**src/rtl/dmi_jtag_tap_ctrl.sv**
```systemverilog
// IEEE 1149.1 TAP controller in front of the DMI JTAG front-end.
// Decodes TMS into the 16-state TAP FSM. Holds the IR and the local IDCODE, BYPASS and
// DTMCS data registers, and forwards the DMI scan path downstream.
module dmi_jtag_tap_ctrl #(
  parameter int unsigned IrLength    = 5,
  parameter logic [31:0] IdcodeValue = 32'h0000_0001
) (
  input  logic       tck_i,
  input  logic       trst_ni,
  input  logic       tms_i,
  input  logic       td_i,
  output logic       td_o,
  output logic       tdo_oe_o,
  input  logic       testmode_i,
  output logic       test_logic_reset_o,
  output logic       shift_dr_o,
  output logic       update_dr_o,
  output logic       capture_dr_o,
  output logic       dmi_access_o,
  output logic       dtmcs_select_o,
  output logic       dmi_reset_o,
  input  logic [1:0] dmi_error_i,
  output logic       dmi_tdi_o,
  input  logic       dmi_tdo_i
);

  localparam logic [3:0] TestLogicReset = 4'd0;
  localparam logic [3:0] RunTestIdle    = 4'd1;
  localparam logic [3:0] SelectDrScan   = 4'd2;
  localparam logic [3:0] CaptureDr      = 4'd3;
  localparam logic [3:0] ShiftDr        = 4'd4;
  localparam logic [3:0] Exit1Dr        = 4'd5;
  localparam logic [3:0] PauseDr        = 4'd6;
  localparam logic [3:0] Exit2Dr        = 4'd7;
  localparam logic [3:0] UpdateDr       = 4'd8;
  localparam logic [3:0] SelectIrScan   = 4'd9;
  localparam logic [3:0] CaptureIr      = 4'd10;
  localparam logic [3:0] ShiftIr        = 4'd11;
  localparam logic [3:0] Exit1Ir        = 4'd12;
  localparam logic [3:0] PauseIr        = 4'd13;
  localparam logic [3:0] Exit2Ir        = 4'd14;
  localparam logic [3:0] UpdateIr       = 4'd15;

  localparam logic [IrLength-1:0] IrIdcode    = IrLength'(5'h01);
  localparam logic [IrLength-1:0] IrDtmcs     = IrLength'(5'h10);
  localparam logic [IrLength-1:0] IrDmiAccess = IrLength'(5'h11);
  // Capture pattern: LSBs 01 as 1149.1 requires.
  localparam logic [IrLength-1:0] IrCapture   = IrLength'(5'b00101);

  logic [3:0]          state_q, state_d;
  logic [IrLength-1:0] ir_q, ir_d, ir_shift_q, ir_shift_d;
  logic [31:0]         idcode_q, idcode_d, dtmcs_q, dtmcs_d;
  logic                bypass_q, bypass_d;
  logic                tdo_q, tdo_d, tdo_oe_q, tdo_oe_d;
  logic                idcode_sel, tdo_mux, tck_tdo;

  // TAP state transitions selected by TMS.
  always_comb begin
    state_d = state_q;
    unique case (state_q)
      TestLogicReset: state_d = tms_i ? TestLogicReset : RunTestIdle;
      RunTestIdle:    state_d = tms_i ? SelectDrScan   : RunTestIdle;
      SelectDrScan:   state_d = tms_i ? SelectIrScan   : CaptureDr;
      CaptureDr:      state_d = tms_i ? Exit1Dr        : ShiftDr;
      ShiftDr:        state_d = tms_i ? Exit1Dr        : ShiftDr;
      Exit1Dr:        state_d = tms_i ? UpdateDr       : PauseDr;
      PauseDr:        state_d = tms_i ? Exit2Dr        : PauseDr;
      Exit2Dr:        state_d = tms_i ? UpdateDr       : ShiftDr;
      UpdateDr:       state_d = tms_i ? SelectDrScan   : RunTestIdle;
      SelectIrScan:   state_d = tms_i ? TestLogicReset : CaptureIr;
      CaptureIr:      state_d = tms_i ? Exit1Ir        : ShiftIr;
      ShiftIr:        state_d = tms_i ? Exit1Ir        : ShiftIr;
      Exit1Ir:        state_d = tms_i ? UpdateIr       : PauseIr;
      PauseIr:        state_d = tms_i ? Exit2Ir        : PauseIr;
      Exit2Ir:        state_d = tms_i ? UpdateIr       : ShiftIr;
      UpdateIr:       state_d = tms_i ? SelectDrScan   : RunTestIdle;
      default:        state_d = TestLogicReset;
    endcase
  end

  assign test_logic_reset_o = (state_q == TestLogicReset);
  assign capture_dr_o       = (state_q == CaptureDr);
  assign shift_dr_o         = (state_q == ShiftDr);
  assign update_dr_o        = (state_q == UpdateDr);
  assign dmi_access_o       = (ir_q == IrDmiAccess);
  assign dtmcs_select_o     = (ir_q == IrDtmcs);
  assign idcode_sel         = (ir_q == IrIdcode);
  assign dmi_tdi_o          = td_i;
  assign dmi_reset_o        = update_dr_o & dtmcs_select_o & dtmcs_q[16];

  // Instruction register: capture, LSB-first shift, update; TLR restores IDCODE.
  always_comb begin
    ir_d       = ir_q;
    ir_shift_d = ir_shift_q;
    unique case (state_q)
      TestLogicReset: ir_d       = IrIdcode;
      CaptureIr:      ir_shift_d = IrCapture;
      ShiftIr:        ir_shift_d = {td_i, ir_shift_q[IrLength-1:1]};
      UpdateIr:       ir_d       = ir_shift_q;
      default:        ;
    endcase
  end

  // Local data registers; only the one selected by IR captures or shifts.
  // Unknown IR codes fall through to BYPASS.
  always_comb begin
    idcode_d = idcode_q;
    dtmcs_d  = dtmcs_q;
    bypass_d = bypass_q;
    if (capture_dr_o) begin
      if (idcode_sel) begin
        idcode_d = IdcodeValue;
      end else if (dtmcs_select_o) begin
        dtmcs_d = {17'd0, 3'd1, dmi_error_i, 6'd7, 4'd1};
      end else if (!dmi_access_o) begin
        bypass_d = 1'b0;
      end
    end else if (shift_dr_o) begin
      if (idcode_sel) begin
        idcode_d = {td_i, idcode_q[31:1]};
      end else if (dtmcs_select_o) begin
        dtmcs_d = {td_i, dtmcs_q[31:1]};
      end else if (!dmi_access_o) begin
        bypass_d = td_i;
      end
    end
  end

  // Serial output selection ahead of the falling-edge flop.
  always_comb begin
    tdo_mux = 1'b0;
    if (state_q == ShiftIr) begin
      tdo_mux = ir_shift_q[0];
    end else if (shift_dr_o) begin
      if (idcode_sel)          tdo_mux = idcode_q[0];
      else if (dtmcs_select_o) tdo_mux = dtmcs_q[0];
      else if (dmi_access_o)   tdo_mux = dmi_tdo_i;
      else                     tdo_mux = bypass_q;
    end
    tdo_oe_d = (state_q == ShiftIr) | shift_dr_o;
    tdo_d    = tdo_oe_d ? tdo_mux : 1'b0;
  end

  // Rising-edge TAP state.
  always_ff @(posedge tck_i or negedge trst_ni) begin
    if (!trst_ni) begin
      state_q    <= TestLogicReset;
      ir_q       <= IrIdcode;
      ir_shift_q <= '0;
      idcode_q   <= '0;
      dtmcs_q    <= '0;
      bypass_q   <= 1'b0;
    end else begin
      state_q    <= state_d;
      ir_q       <= ir_d;
      ir_shift_q <= ir_shift_d;
      idcode_q   <= idcode_d;
      dtmcs_q    <= dtmcs_d;
      bypass_q   <= bypass_d;
    end
  end

  // In DFT mode the TDO flop runs on the true clock so scan sees a single clock edge.
  assign tck_tdo = testmode_i ? tck_i : ~tck_i;

  // TDO launched on the falling edge of TCK.
  always_ff @(posedge tck_tdo or negedge trst_ni) begin
    if (!trst_ni) begin
      tdo_q    <= 1'b0;
      tdo_oe_q <= 1'b0;
    end else begin
      tdo_q    <= tdo_d;
      tdo_oe_q <= tdo_oe_d;
    end
  end

  assign td_o     = tdo_q;
  assign tdo_oe_o = tdo_oe_q;

endmodule

```
**config.mk**
```make
export PLATFORM = sky130hd
export DESIGN_NAME = dmi_jtag_tap_ctrl
export DESIGN_NICKNAME = d
export VERILOG_FILES = /design/src/rtl/dmi_jtag_tap_ctrl.sv
export SDC_FILE = /design/constraint.sdc
export NUM_CORES = 1
export LEC_CHECK = 0
export BUFFER_PORTS_ARGS = -buffer_cell sky130_fd_sc_hd__buf_4
export CELL_PAD_IN_SITES_DETAIL_PLACEMENT = 2
export CELL_PAD_IN_SITES_GLOBAL_PLACEMENT = 2
export CORE_ASPECT_RATIO = 1.5
export CORE_MARGIN = 5
export CORE_UTILIZATION = 35
export DETAILED_ROUTE_END_ITERATION = 10
export PLACE_DENSITY_LB_ADDON = 0.25
export SYNTH_ARGS = -nofsm -noshare
export SYNTH_HDL_FRONTEND = slang
export SYNTH_SLANG_ARGS = --single-unit
```
**constraint.sdc**
```tcl
create_clock -name tck_i -period 1.4 [get_ports tck_i]
set_input_delay 0.21 -clock tck_i [delete_from_list [all_inputs] [get_ports tck_i]]
set_output_delay 0.21 -clock tck_i [all_outputs]
set_load 0.03 [all_outputs]
```
==> results of run 1 <==
[logic make-up after synthesis]
family                 after synthesis  share of synthesized area, %
buffers and inverters               36                          5.92
AO/OA/AOI/OAI                      105                          16.6
AND/OR/NAND/NOR                    168                          20.4
XOR/XNOR                             2                         0.482
multiplexers                         3                         0.826
flip-flops                          81                          55.8
[synthesized netlist by cell type, drive strengths merged (3+ instances only)]
cell type / n
nor2: 14
o22ai: 5
inv: 8
nand2: 129
nor3: 3
a21oi: 14
o21ai: 73
clkbuf: 6
buf: 21
nor2b: 3
mux2i: 3
nand3: 4
dfrtp: 80
[through the flow]
stage / setup slack, ns / utilization [%] / cell area, um^2 / instances
after CTS: -0.966 / 61.9 / 6280 / 626
after detailed placement: -0.625 / 40.2 / 4080 / 535
after global placement: -0.578 / 40.2 / 4080 / 535
after floorplan: -0.866 / - / 3700 / 395
[repair_timing]
| action | in CTS |
|---|---|
| endpoints found under the setup margin | 84 |
| hold buffers | 7 |
| gates cloned | 22 |
| buffers inserted | 41 |
| endpoints found under the hold margin | 87 |
| gates resized for setup | 227 |
| pin swaps | 104 |
==> results.json, run 1 <==
{
  "syn_inst": 395,
  "synth-edff-count": 0,
  "antenna_found_initial": 1,
  "numPortBuffers": 17,
  "start_util_pct": 35.9,
  "error": "[ERROR DPL-0033] detailed placement checks failed during check placement.",
  "die_x_um": 93.2,
  "ys_seq_area_share_pct": 55.8,
  "ys_ff_latch": 81,
  "synth_area_um2": 3640,
  "synth_top_area_share_pct": 55.1,
  "synth_nets": 403,
  "ys_types": 42,
  "synth_top_area_cell": "dfrtp_1",
  "worst_endpoint": "td_o",
  "die_y_um": 135,
  "synthFlopType": "dfrtp_1",
  "ys_warn_count": 0,
  "io_pins": 18,
  "grt_max_degree": 76,
  "synthArstFlopShare_pct": 100,
  "worst-ep-kind": "top-level output",
  "num_rows": 45,
  "outcome": "did not finish",
  "stop_stage": "global routing (5_1_grt)",
  "dpl.hpwl_um": 6260,
  "globalplace.congestion": 0.769,
  "postSynthAreaPerCell_um2": 9.21,
  "synthTopCellsByArea": "dfrtp_1 55%, nand2_1 13%, o21ai_1 5.8%"
}
==> run 2: changes to the inputs <==
==> config.mk (replaced) <==
export PLATFORM = sky130hd
export DESIGN_NAME = dmi_jtag_tap_ctrl
export DESIGN_NICKNAME = d
export VERILOG_FILES = /design/src/rtl/dmi_jtag_tap_ctrl.sv
export SDC_FILE = /design/constraint.sdc
export NUM_CORES = 1
export LEC_CHECK = 0
export BUFFER_PORTS_ARGS = -buffer_cell sky130_fd_sc_hd__buf_4
export CORE_MARGIN = 5
export CORE_UTILIZATION = 40
export DETAILED_ROUTE_END_ITERATION = 10
export PLACE_DENSITY_LB_ADDON = 0.15
export SYNTH_ARGS = -nofsm -noshare
export SYNTH_HDL_FRONTEND = slang
export SYNTH_SLANG_ARGS = --single-unit
==> constraint.sdc (replaced) <==
create_clock -name tck_i -period 1.8 [get_ports tck_i]
set_input_delay 0.27 -clock tck_i [delete_from_list [all_inputs] [get_ports tck_i]]
set_output_delay 0.27 -clock tck_i [all_outputs]
set_load 0.03 [all_outputs]
==> run 2 against run 1 <==
  * The flow now finishes, with violations (setup timing)
  * Synthesized cell count unchanged
  * Area after synthesis unchanged
==> results.json, run 2 <==
{
  "outcome": "finished with violations",
  "violations": "setup timing",
  "dr.pass1.iters": 4,
  "hold_violations": 0,
  "synth_top_area_share_pct": 55.1,
  "crit_slowest_cell": "dfrtp_1",
  "cp_slowest_stage_delay_ns": 0.36,
  "slew_headroom_pct": 52.9,
  "r2r_cells": 5,
  "ys_warn_count": 0,
  "critPathArrivalTime_ns": 2.10,
  "stdcell_area_um2": 5660,
  "syn_inst": 395,
  "ant_nets": 0,
  "mostFrequentLayoutCells": "79 x dfrtp_1, 67 x nand2_1, 39 x o21ai_2, 39 x buf_4, 32 x nand2_2",
  "grt_pass1_vias": 2730,
  "ys_types": 42,
  "start_util_pct": 41.3,
  "numPortBuffers": 17,
  "critPathRequiredTime_ns": 1.53,
  "die_x_um": 105,
  "vias": 3163,
  "mostFrequentLayoutCell": "dfrtp_1",
  "synth_xor_area_share_pct": 0.482,
  "grt_overflow": 0,
  "drt_iter0_drc": 152,
  "drv_cap": 0,
  "diodes": 0,
  "yosys.area_share.simple_pct": 20.4,
  "synth_nets": 403,
  "ys_top_cells_by_count": "128 x nand2_1, 80 x dfrtp_1, 42 x o21ai_1",
  "drive_gt1_share_pct": 49.1,
  "synth-edff-count": 0,
  "total_power_w": 0.00839,
  "synthMuxAreaShare_pct": 0.826,
  "grt_pass1_wl_um": 13500,
  "finalSetupViolations": 74,
  "maxSlewViolCount": 0,
  "via_per_inst": 5.30,
  "hold_class": "in -> reg",
  "synth-compound-area-share_pct": 16.6,
  "areaGrowthSynthToFinish_pct": 55.7,
  "crit_path_max_fanout": 1,
  "tightest_slew_ns": 0.706,
  "synthArstFlopShare_pct": 100,
  "postSynthAreaPerCell_um2": 9.21,
  "cp-startpoint": "td_o$_DFF_PN0_",
  "ys_seq_area_share_pct": 55.8,
  "top_regs": "dtmcs_q x32, idcode_q x32",
  "critPathCapture": "td_o",
  "fin_skew_ns": 0.103,
  "core-area_um2": 8810,
  "ir_drop_uv": 643,
  "globalplace.congestion": 0.811,
  "dp_slack_ns": -0.426,
  "worstSetupPathType": "reg -> out",
  "dpl-instance-area_um2": 4000,
  "wirelength_um": 9510,
  "clk_pin_slew_worst_paths_ns": 0.09,
  "synth_top_area_cell": "dfrtp_1",
  "die_y_um": 105,
  "synth_area_um2": 3640,
  "synthTopCellsByArea": "dfrtp_1 55%, nand2_1 13%, o21ai_1 5.8%",
  "cts_tree": "built",
  "critical_path.cell_chain": "buf_6",
  "dieArea_um2": 11100,
  "antenna_found_initial": 0,
  "dpl.hpwl_um": 4660,
  "ys_ff_latch": 81,
  "io_pins": 18,
  "wl_per_cell_um": 15.9,
  "setup_slack_ns": -0.568,
  "r2r-end": "td_o$_DFF_PN0_",
  "power.density_nw_per_um2": 1480,
  "p_leak_nw": 2.50,
  "fillers": 679,
  "path_buf_inv": 1,
  "finalSetupTns_ns": -8.11,
  "reg2reg_from": "state_q[2]$_DFF_PN0_",
  "synth_fa_ha_area_share_pct": 0,
  "yosysMostFrequentCell": "nand2_1",
  "start_kind": "register",
  "drc": 0,
  "reg2reg_setup_slack_ns": -0.43,
  "num_rows": 34,
  "cp.depth": 1,
  "rsz0062_at_grt": "true",
  "synth_top_family_by_area": "simple AND/OR/NAND/NOR gates",
  "insertion_delay_ns": 0.66,
  "crit_path_end_kind": "primary output",
  "fin_nets": 492,
  "critical-path-top-delay-family": "flip-flops",
  "grt_max_degree": 57,
  "synthFlopType": "dfrtp_1",
  "globalRouteTotalUtil_pct": 15.4
}
-- run 2: cell counts after synthesis --
Identical to the previous run, type by type.
-- run 2: kinds of logic (layout without fill, tap and decap cells) --
family                 count (synthesis)  in the layout
AO/OA/AOI/OAI                        105            106
XOR/XNOR                               2              2
buffers and inverters                 36            129
flip-flops                            81             81
multiplexers                           3              3
AND/OR/NAND/NOR                      168            168
-- run 2: worst min path at each step --
stage | start | to | slack [ns] | depth (start not counted)
4_1_cts | tms_i | state_q[1]$_DFF_PN0_ | 0.03 | 3
5_1_grt | tms_i | state_q[1]$_DFF_PN0_ | 0.04 | 3
3_5_place_dp | trst_ni | tdo_oe_o$_DFF_PN0_ | 0.07 | 1
6_report | tms_i | state_q[1]$_DFF_PN0_ | 0.05 | 3
2_1_floorplan | trst_ni | bypass_q$_DFFE_PN0P_ | -0.03 | 0
3_3_place_gp | trst_ni | tdo_oe_o$_DFF_PN0_ | 0.07 | 1
-- run 2: report_power, final --
part | switching, W | internal, W
registers | 0.000221 | 0.00209
logic | 0.00199 | 0.00203
clock network | 0.000780 | 0.00128
-- run 2: area by class of cell --
class / count / area [um^2] / area share [%]
clock buffers: 18 / 228 / 4.02
clock inverters: 5 / 106 / 1.88
inverters: 9 / 42.5 / 0.751
multi-input cells: 279 / 1950 / 34.4
flip-flops and latches: 81 / 2030 / 35.8
well taps: 108 / 135 / 2.39
repair buffers: 97 / 1170 / 20.7
-- run 2: per-layer routing --
metal	vias to the layer above	global-route usage, %	wire length, um
met5	-	0	0
met4	0	9.93	270
met3	22	4.46	300
met2	53	21.2	4480
met1	1571	21.1	4460
li1	1517	-	-
-- run 2: per-stage QoR --
stage / cells / hold slack [ns] / utilization, %
CTS: 566 / 0.0263 / 53.0
global placement: 524 / 0.0693 / 45.4
finish: 597 / 0.0532 / 64.3
floorplan: 395 / -0.0256 / -
global route: 597 / 0.0392 / 64.3
detailed placement: 524 / 0.0684 / 45.4
-- run 2: timing repair --
item,in CTS,in global routing
endpoints found under the hold margin,83,0
hold buffers,5,0
buffers inserted,12,20
setup endpoints to repair,11,75
resized for setup,45,177
gates cloned,2,12
pin swaps,7,85
(Power assumes the default switching activity.)
==> run 3: changes to the inputs <==
--- a/config.mk
+++ b/config.mk
@@ -5,7 +5,7 @@
 export SDC_FILE = /design/constraint.sdc
 export NUM_CORES = 1
 export LEC_CHECK = 0
-export BUFFER_PORTS_ARGS = -buffer_cell sky130_fd_sc_hd__buf_4
+export BUFFER_PORTS_ARGS = -buffer_cell sky130_fd_sc_hd__buf_2
 export CORE_MARGIN = 5
 export CORE_UTILIZATION = 40
 export DETAILED_ROUTE_END_ITERATION = 10
==> constraint.sdc (replaced) <==
create_clock -name tck_i -period 1.9 [get_ports tck_i]
set_input_delay 0.285 -clock tck_i [delete_from_list [all_inputs] [get_ports tck_i]]
set_output_delay 0.285 -clock tck_i [all_outputs]
set_load 0.03 [all_outputs]
==> run 3 against run 2 <==
  * The run still ends with setup timing left
  * Power decreased by 12%
  * Clock-buffer cell count unchanged
  * Non-clock buffer count decreased by 5
  * Design area decreased by 9.3%
  * Combinational power decreased by 13%
  * Clock power decreased by 14%
  * Sequential power decreased by 7%
  * Routed wire length decreased by 8.4%
==> results.json, run 3 (same netlist as run 2, synthesis figures left out) <==
{
  "outcome": "finished with violations",
  "violations": "setup timing",
  "path_buf_inv": 1,
  "globalplace.congestion": 0.822,
  "hold_class": "in -> reg",
  "num_rows": 34,
  "crit_path_end_kind": "primary output",
  "ir_drop_uv": 629,
  "clk_pin_slew_worst_paths_ns": 0.09,
  "core-area_um2": 8810,
  "dp_slack_ns": -0.366,
  "critPathArrivalTime_ns": 2.20,
  "drive_gt1_share_pct": 30.4,
  "top_regs": "dtmcs_q x32, idcode_q x32",
  "critPathRequiredTime_ns": 1.62,
  "ant_nets": 0,
  "cp_slowest_stage_delay_ns": 0.37,
  "die_y_um": 105,
  "finalSetupTns_ns": -3.70,
  "drt_iter0_drc": 110,
  "grt_max_degree": 56,
  "p_leak_nw": 2.32,
  "maxSlewViolCount": 0,
  "mostFrequentLayoutCells": "124 x nand2_1, 78 x dfrtp_1, 55 x o21ai_1",
  "regArea_um2": 2030,
  "combPwrFrac_pct": 47.0,
  "globalRouteTotalUtil_pct": 15.9,
  "wirelength_um": 8710,
  "numPortBuffers": 17,
  "drv_cap": 0,
  "switching_power_w": 0.00255,
  "die_x_um": 105,
  "intPower_w": 0.00485,
  "stdcell_count": 591,
  "finalSetupViolations": 40,
  "slew_headroom_pct": 53.6,
  "grt_pass1_wl_um": 13800,
  "hold_violations": 0,
  "dr.pass1.iters": 4,
  "vias": 2985,
  "wl_met1_um": 4250,
  "wl_met2_um": 3940,
  "areaGrowthSynthToFinish_pct": 41.2,
  "cts_tree": "built",
  "grt_overflow": 0,
  "dieArea_um2": 11100,
  "start_util_pct": 41.3,
  "multiInputGateArea_um2": 1510,
  "antenna_found_initial": 0,
  "seq_power_share_pct": 29.1,
  "critical-path-top-delay-family": "flip-flops",
  "rsz0062_at_grt": "true",
  "fillers": 745,
  "diodes": 0,
  "power.density_nw_per_um2": 1440,
  "tightest_slew_ns": 0.696,
  "crit_path_max_fanout": 1,
  "mostFrequentLayoutCell": "nand2_1",
  "grt_pass1_vias": 2825,
  "fin_nets": 486,
  "setup_slack_ns": -0.580,
  "clockPowerShare_pct": 23.9,
  "wl_per_cell_um": 14.7,
  "fin_skew_ns": 0.129,
  "dr_wl_met3_um": 241,
  "via_per_inst": 5.05,
  "dpl.hpwl_um": 4490,
  "drc": 0,
  "total_power_w": 0.00740,
  "placedCellCount": 518,
  "worst_hold_slack_ns": 0.118,
  "critical_path.cell_chain": "buf_6",
  "swShare_pct": 34.4,
  "io_pins": 18,
  "start_kind": "register",
  "insertion_delay_ns": 0.69,
  "crit_slowest_cell": "dfrtp_1",
  "worstSetupPathType": "reg -> out",
  "top_layer": "met4"
}
-- run 3: cell types whose count changed in the layout (fill, tap and decap cells not counted), moves of 3 or more --
cell and delta:
buf_2 +7, nand2_1 +57, clkbuf_16 +3, nand2_2 -28, nand2_4 -29, buf_6 -11
o21ai_1 +31, o21ai_2 -32
-- run 3: routing by layer --
layer  track usage (%)  vias to the layer above
li1                  -                     1480
met1              20.8                     1437
met2              22.9                       45
met3              5.50                       23
met4              8.81                        0
met5                 0                        -
-- run 3: worst paths after layout --
kind | start | to | slack [ns] | depth (start not counted)
worst max-delay path | td_o$_DFF_PN0_ | td_o | -0.58 | 1
worst min-delay path | tms_i | state_q[1]$_DFF_PN0_ | 0.12 | 3
worst max register to register | state_q[0]$_DFF_PN0_ | td_o$_DFF_PN0_ | -0.36 | 4
worst min register to register | idcode_q[6]$_DFFE_PN0P_ | idcode_q[6]$_DFFE_PN0P_ | 0.48 | 2
max in group asynchronous | trst_ni | td_o$_DFF_PN0_ | 0.28 | 3
min in group asynchronous | trst_ni | state_q[0]$_DFF_PN0_ | 0.28 | 3
-- run 3: repair_timing --
action / in CTS / in global routing
hold buffers: 5 / 0
gates cloned: 2 / 12
endpoints found under the hold margin: 83 / 0
pin swaps: 7 / 12
endpoints found under the setup margin: 11 / 63
resized for setup: 53 / 44
setup buffers: 22 / 16
-- run 3: area by class of cell --
type / instances / share of cell area [%]
multi-input cells: 278 / 29.4
inverters: 9 / 0.828
repair buffers: 92 / 21.5
flip-flops and latches: 81 / 39.5
well taps: 108 / 2.63
clock inverters: 5 / 1.24
clock buffers: 18 / 4.82
-- run 3: stage by stage --
| step | instance area [um^2] | utilization (%) |
|---|---|---|
| 4_1_cts | 4680 | 53.1 |
| 2_1_floorplan | 3650 | - |
| 3_5_place_dp | 3910 | 44.4 |
| 5_1_grt | 5130 | 58.3 |
| 6_report | 5130 | 58.3 |
| 3_3_place_gp | 3910 | 44.4 |
-- run 3: power by group through the flow --
stage / registers, W / logic [W] / clock network [W]
after global placement: 0.00214 / 0.00195 / 0.0000220
after CTS: 0.00214 / 0.00275 / 0.00182
after floorplan: 0.00219 / 0.00138 / 0.0000221
after global routing: 0.00218 / 0.00376 / 0.00190
after detailed placement: 0.00215 / 0.00197 / 0.0000220
final: 0.00215 / 0.00348 / 0.00177
